`config.mk`:
```
export PLATFORM = sky130hd
export DESIGN_NAME = conv_operand_loader
export DESIGN_NICKNAME = d
export VERILOG_FILES = /design/src/rtl/conv_operand_loader.sv
export SDC_FILE = /design/constraint.sdc
export NUM_CORES = 1
export LEC_CHECK = 0
export CAP_MARGIN = 20
export CORE_ASPECT_RATIO = 0.7
export CORE_MARGIN = 5
export CORE_UTILIZATION = 54
export CTS_BUF_LIST = sky130_fd_sc_hd__clkbuf_4 sky130_fd_sc_hd__clkbuf_8
export CTS_CLUSTER_SIZE = 28
export DETAILED_ROUTE_END_ITERATION = 10
export PLACE_DENSITY = 0.95
export SLEW_MARGIN = 5
export SYNTH_ARGS = -nofsm -noshare
export SYNTH_HDL_FRONTEND = slang
export SYNTH_SLANG_ARGS = --single-unit
```
`constraint.sdc`:
```
create_clock -name clk -period 5.47 [get_ports clk]
set_input_delay 1.641 -clock clk [delete_from_list [all_inputs] [get_ports clk]]
set_output_delay 1.641 -clock clk [all_outputs]
set_load 0.01 [all_outputs]
```
`src/rtl/conv_operand_loader.sv`:
```
// Operand loader for the convolution engines: assembles a serial byte stream
// into the A matrix and B kernel, raises run once a full frame is held, and
// re-arms for the next frame when the engines signal completion.
module conv_operand_loader #(
    parameter int DATA_W = 8,
    parameter int A_N    = 4,
    parameter int B_N    = 3
) (
    input  logic                          clk,
    input  logic                          reset,
    input  logic                          in_valid,
    input  logic                          in_sof,
    input  logic [DATA_W-1:0]             in_data,
    output logic                          in_ready,
    input  logic                          engine_done,
    output logic [A_N*A_N*DATA_W-1:0]     a_flat,
    output logic [B_N*B_N*DATA_W-1:0]     b_flat,
    output logic                          run,
    output logic                          sof_err,
    output logic [7:0]                    frame_cnt,
    output logic                          state
);

    localparam int NA    = A_N * A_N;
    localparam int NB    = B_N * B_N;
    localparam int NW    = NA + NB;
    localparam int IDX_W = $clog2(NW);

    typedef enum logic {
        LOAD = 1'b0,
        RUN  = 1'b1
    } state_t;

    state_t              state_q, state_d;
    logic [IDX_W-1:0]    idx_q, idx_d;
    logic                run_q, run_d;
    logic                sof_err_q, sof_err_d;
    logic [7:0]          cnt_q, cnt_d;

    // Element storage: element k (stream order) lives at bits [k*DATA_W +: DATA_W],
    // so A occupies the low NA elements and B the NB elements above it.
    logic [NW*DATA_W-1:0] elem_q;
    logic                 wr_en;
    logic [IDX_W-1:0]     wr_addr;
    logic                 accept;

    assign in_ready = (state_q == LOAD) && !reset;
    assign accept   = in_valid && in_ready;

    // Next-state logic: framing checks, element addressing and run handshake.
    always_comb begin
        state_d   = state_q;
        idx_d     = idx_q;
        run_d     = run_q;
        sof_err_d = 1'b0;
        cnt_d     = cnt_q;
        wr_en     = 1'b0;
        wr_addr   = idx_q;
        case (state_q)
            LOAD: begin
                if (accept) begin
                    if ((idx_q == '0) && !in_sof) begin
                        // Stray byte before any start of frame: drop it.
                        sof_err_d = 1'b1;
                    end else if ((idx_q != '0) && in_sof) begin
                        // New frame started early: restart at element 0.
                        sof_err_d = 1'b1;
                        wr_en     = 1'b1;
                        wr_addr   = '0;
                        idx_d     = IDX_W'(1);
                    end else begin
                        wr_en = 1'b1;
                        if (idx_q == IDX_W'(NW - 1)) begin
                            idx_d   = '0;
                            state_d = RUN;
                            run_d   = 1'b1;
                            cnt_d   = cnt_q + 8'd1;
                        end else begin
                            idx_d = idx_q + IDX_W'(1);
                        end
                    end
                end
            end
            RUN: begin
                if (engine_done) begin
                    state_d = LOAD;
                    run_d   = 1'b0;
                    idx_d   = '0;
                end
            end
            default: begin
                state_d = LOAD;
            end
        endcase
    end

    // Control registers.
    always_ff @(posedge clk) begin
        if (reset) begin
            state_q   <= LOAD;
            idx_q     <= '0;
            run_q     <= 1'b0;
            sof_err_q <= 1'b0;
            cnt_q     <= '0;
        end else begin
            state_q   <= state_d;
            idx_q     <= idx_d;
            run_q     <= run_d;
            sof_err_q <= sof_err_d;
            cnt_q     <= cnt_d;
        end
    end

    // Element registers: only the addressed element is written, reset clears all.
    always_ff @(posedge clk) begin
        if (reset) begin
            elem_q <= '0;
        end else if (wr_en) begin
            for (int i = 0; i < NW; i++) begin
                if (wr_addr == IDX_W'(i)) begin
                    elem_q[i*DATA_W +: DATA_W] <= in_data;
                end
            end
        end
    end

    assign a_flat    = elem_q[NA*DATA_W-1:0];
    assign b_flat    = elem_q[NW*DATA_W-1:NA*DATA_W];
    assign run       = run_q;
    assign sof_err   = sof_err_q;
    assign frame_cnt = cnt_q;
    assign state     = state_q;

endmodule

```
### Yosys cells after proc, flatten, opt, wreduce, memory -nomap -nowiden

Cells that the tools add are included.

| storage, ports and cells | value |
|---|---|
| flip-flop bits (word level) | 216 |
| bits of input ports | 13 |
| output and inout port bits | 212 |
| word-level logic and storage cells | 131 |

| cells by class | value |
|---|---|
| $add $sub $neg | 2 |
| equal/unequal tests | 30 |
| mux-type cells | 27 |
| bitwise operators | 4 |
| reductions and logical operators | 38 |

Operators with widths:

| operator | count |
|---|---|
| $eq A5 B5 Y1 const B | 10 |
| $reduce_and A2 Y1 | 25 |
| $mux W5 | 9 |
| $eq A5 B4 Y1 const B | 8 |
| $eq A5 B3 Y1 const B | 4 |
| $mux W1 | 15 |
| $eq A5 B2 Y1 const B | 2 |
| $logic_not A5 Y1 | 2 |
| $pmux W5 S2 | 1 |
| $reduce_and A5 Y1 | 2 |
| $add A8 B1 Y8 const B | 1 |
| $ne A2 B2 Y1 const B | 4 |
| $add A5 B1 Y5 const B | 1 |
| $eq A5 B1 Y1 const B | 1 |
| $reduce_bool A5 Y1 | 1 |
| $logic_and A1 B1 Y1 | 4 |
| $not A1 Y1 | 4 |
| $pmux W1 S2 | 2 |
| $reduce_and A3 Y1 | 1 |
| $reduce_or A3 Y1 | 1 |
| $logic_not A1 Y1 | 2 |
| $ne A2 B1 Y1 const B | 1 |

### Logic depth before layout (Yosys ltp)

| depth | value |
|---|---|
| depth in word-level cells | 8 |
| depth in mapped cells | 13 |
| depth with buffers taken out | 9 |

### Worst setup path before layout

Ideal clock, no wire load.

| path | value |
|---|---|
| kind | in2out |
| start point | input reset |
| end point | output in_ready |
| arrival time | 2,305 ps |
| required time | 3,829 ps |
| setup slack | 1,524 ps |
| stages | 4 |
| path buffers | 3 |
| path through | buf_2 -> buf_2 -> clkbuf_1 -> nor2_1 |

| between the ends | value |
|---|---|
| word-level cells in the longest chain between the ends | 2 |

Ends and longest elaborated chain:

| element | RTL line | RTL |
|---|---|---|
| start, declared | 10 | `input logic reset,` |
| $logic_not A1 Y1 | 47 | `assign in_ready = (state_q == LOAD) && !reset;` |
| $logic_and A1 B1 Y1 | 47 |  |
| end, declared | 14 | `output logic in_ready,` |

Every way passes these cells.

### Worst setup path in the final report

Ends and elaborated chain as after synthesis.

==> flow_summary.json <==
{
  "area_delta_synth_final_pct": 34.8,
  "regToRegSetupSlack_ns": 1.99,
  "maxCapViolCount": 0,
  "synthTopCellsByArea": "dfxtp_1 51%, nand3b_1 11%, mux2i_1 9.6%, o21ai_0 7.2%, nand2b_1 6.3%",
  "core_mm2": 0.0155,
  "worstMarginPinSlew_ns": 0.743,
  "grt_pass1_wl_um": 39600,
  "drv_slew": 0,
  "syn_nets": 852,
  "die_y_um": 115,
  "synth_common_cells": "216 x dfxtp_1, 122 x nand3b_1, 121 x o21ai_0",
  "drt_iter0_markers": 477,
  "power_density_mw_per_mm2": 267,
  "startpoint": "reset",
  "cts-root-buf": "clkbuf_8",
  "cp.required_ns": 3.83,
  "grt_pass1_vias": 7234,
  "ys_ff_latch": 216,
  "peakVddDrop_mv": 0.167,
  "post_cts_buffers": 0,
  "wire_per_inst_um": 19.9,
  "rows": 38,
  "dr_total_vias": 7140,
  "netlist.area_leader.share": 0.511,
  "critPathKind": "in2out",
  "clk_path_buf_depth": 3,
  "async_flop_share": 0,
  "yosysTopAreaCell": "dfxtp_1",
  "cp_max_fo": 44,
  "antenna_found_initial": 0,
  "grt_use_total": 0.265,
  "clock_latency_ns": 0.56,
  "dpl.cell_count": 1201,
  "skew_ns": 0.0278,
  "cts_buffers": 31,
  "tritoncts": "yes",
  "drc": 0,
  "hold_slack_ns": 0.477,
  "overflow": 0,
  "p_leak_uw": 0.00409,
  "arrival_ns": 2.70,
  "r2r_end": "elem_q[105]",
  "ant_nets": 0,
  "die_x_um": 160,
  "htreeDepth": 1,
  "synth-edff-count": 0,
  "worst_hold_path_type": "reg2reg",
  "finalPower_uw": 3040,
  "tns_ns": 0,
  "end_kind": "output pin",
  "cts_resized": 0,
  "num-fill-cells": 1061,
  "syn_avg_cell_area_um2": 10.1,
  "r2r-start": "idx_q[1]",
  "ff2ff_path_depth": 9,
  "rsz0062_at_grt": "false",
  "syn_area_mm2": 0.00846,
  "period_share": 0.793,
  "clkSlewWorstSetupHoldPaths_ns": 0.06,
  "dieArea_mm2": 0.0183,
  "viasPerCell": 5.67,
  "synthCells": 834,
  "min_period_ns": 4.34,
  "max_freq_mhz": 230,
  "setup_viol": 0,
  "status": "completed",
  "ys_types": 54,
  "num_io_pins": 225,
  "port_buffers": 224,
  "timing.hold.worst.start": "elem_q[104]",
  "relSlewSlack": 0.505,
  "crit_end": "in_ready",
  "fin_nets": 1054,
  "drive_gt1_frac": 0.0793,
  "antennaDiodeCount": 0,
  "dp_hpwl_um": 16500,
  "first_pass_iters": 5,
  "drt-total-wl_um": 25100,
  "start_kind": "input pin",
  "synth-seq-area-share": 0.511,
  "finalHoldViolCount": 0,
  "layout.cells.non_filler": 1259,
  "yosysWarnings": 0,
  "gp_congestion": 0.935,
  "initial_core_util": 0.547,
  "cts_sinks": 216,
  "synthMostInstantiatedCell": "dfxtp_1",
  "grt_max_degree": 99,
  "synth_ff_type": "dfxtp_1",
  "cts_hold_buffers": 0
}
==> registers in the layout, indices dropped and copies added, names as in the netlist <==
signal / cells
elem_q: 200
frame_cnt: 8
idx_q: 5
run: 1
sof_err: 1
state: 1
==> metal layers <==
layer  up-vias  part of all wire  GRT usage
met5         -                 0          0
met4         0             0.017     0.0757
met3        38             0.092     0.0802
met2       322              0.45      0.420
met1      3452              0.44      0.355
li1       3328                 -          -
==> through the flow <==
| step | util | setup WS (ns) | cell area [um^2] |
|---|---|---|---|
| after CTS | 0.737 | 1.14 | 11400 |
| final | 0.738 | 1.13 | 11400 |
| after global routing | 0.738 | 1.10 | 11400 |
| after detailed placement | 0.694 | 1.06 | 10700 |
| after floorplan | - | 1.52 | 8460 |
| after global placement | 0.693 | 1.14 | 10700 |
==> layout make-up <==
type / instances / area [um^2] / share of cell area
multi-input cells: 545 / 3800 / 0.333
clock buffers: 48 / 623 / 0.0546
inverters: 6 / 22.5 / 0.00198
clock inverters: 8 / 45.0 / 0.00395
well taps: 200 / 250 / 0.0219
repair buffers: 236 / 2340 / 0.205
flip-flops and latches: 216 / 4320 / 0.379
==> critical path, stage by stage <==
cell and delay (ns):
buf_4 0.23, nor2_1 0.21, clkdlybuf4s50_1 0.60
==> where the power goes <==
group | switching (uW) | internal, uW | total, uW
clock | 605 | 725 | 1330
combinational | 77.5 | 52.6 | 130
sequential | 4.62 | 1580 | 1580
total | 687 | 2350 | 3040
==> cell usage in the layout, fill, tap and decap left out, types with 2 or more instances in the layout <==
| master | synthesis | layout |
|---|---|---|
| and2_1 | 2 | 2 |
| xnor2_1 | 5 | 5 |
| and4b_1 | 4 | 4 |
| nor4bb_1 | 3 | 3 |
| nand2_1 | 8 | 8 |
| clkbuf_4 | 0 | 6 |
| clkinvlp_4 | 0 | 2 |
| nand4_1 | 12 | 12 |
| clkdlybuf4s50_1 | 0 | 223 |
| nand2b_1 | 85 | 85 |
| nand3_2 | 2 | 2 |
| o21ai_1 | 3 | 3 |
| nand3_1 | 11 | 11 |
| buf_4 | 2 | 12 |
| nor2_1 | 27 | 27 |
| nand3b_1 | 122 | 122 |
| and3_1 | 5 | 5 |
| clkbuf_8 | 0 | 42 |
| nor4_1 | 5 | 5 |
| a21oi_1 | 7 | 7 |
| mux2i_1 | 81 | 81 |
| dfxtp_1 | 216 | 216 |
| nor2b_1 | 6 | 6 |
| nor4b_1 | 2 | 2 |
| nor3_1 | 3 | 3 |
| clkinv_2 | 0 | 6 |
| ha_1 | 5 | 5 |
| or2_2 | 2 | 2 |
| inv_1 | 6 | 6 |
| o21ai_0 | 121 | 121 |
| o211ai_1 | 2 | 2 |
==> cells by family (layout without fill, tap and decap cells) <==
group	count (synthesis)	after routing	synth area share
AND/OR/NAND/NOR	316	316	0.256
flip-flops	216	216	0.511
AO/OA/AOI/OAI	136	136	0.0819
multiplexers	82	82	0.0972
buffers and inverters	73	298	0.0396
XOR/XNOR	6	6	0.00621
adder cells (fa/ha/maj)	5	5	0.00740
==> how the worst min path moves through the flow <==
stage / depth (start not counted) / slack (ns) / to
after floorplan: 2 / 0.49 / elem_q[104]
after global placement: 2 / 0.46 / elem_q[17]
after detailed placement: 2 / 0.47 / elem_q[22]
after CTS: 2 / 0.48 / elem_q[22]
after global routing: 2 / 0.49 / elem_q[104]
final: 2 / 0.48 / elem_q[104]
(Power assumes the default switching activity.)
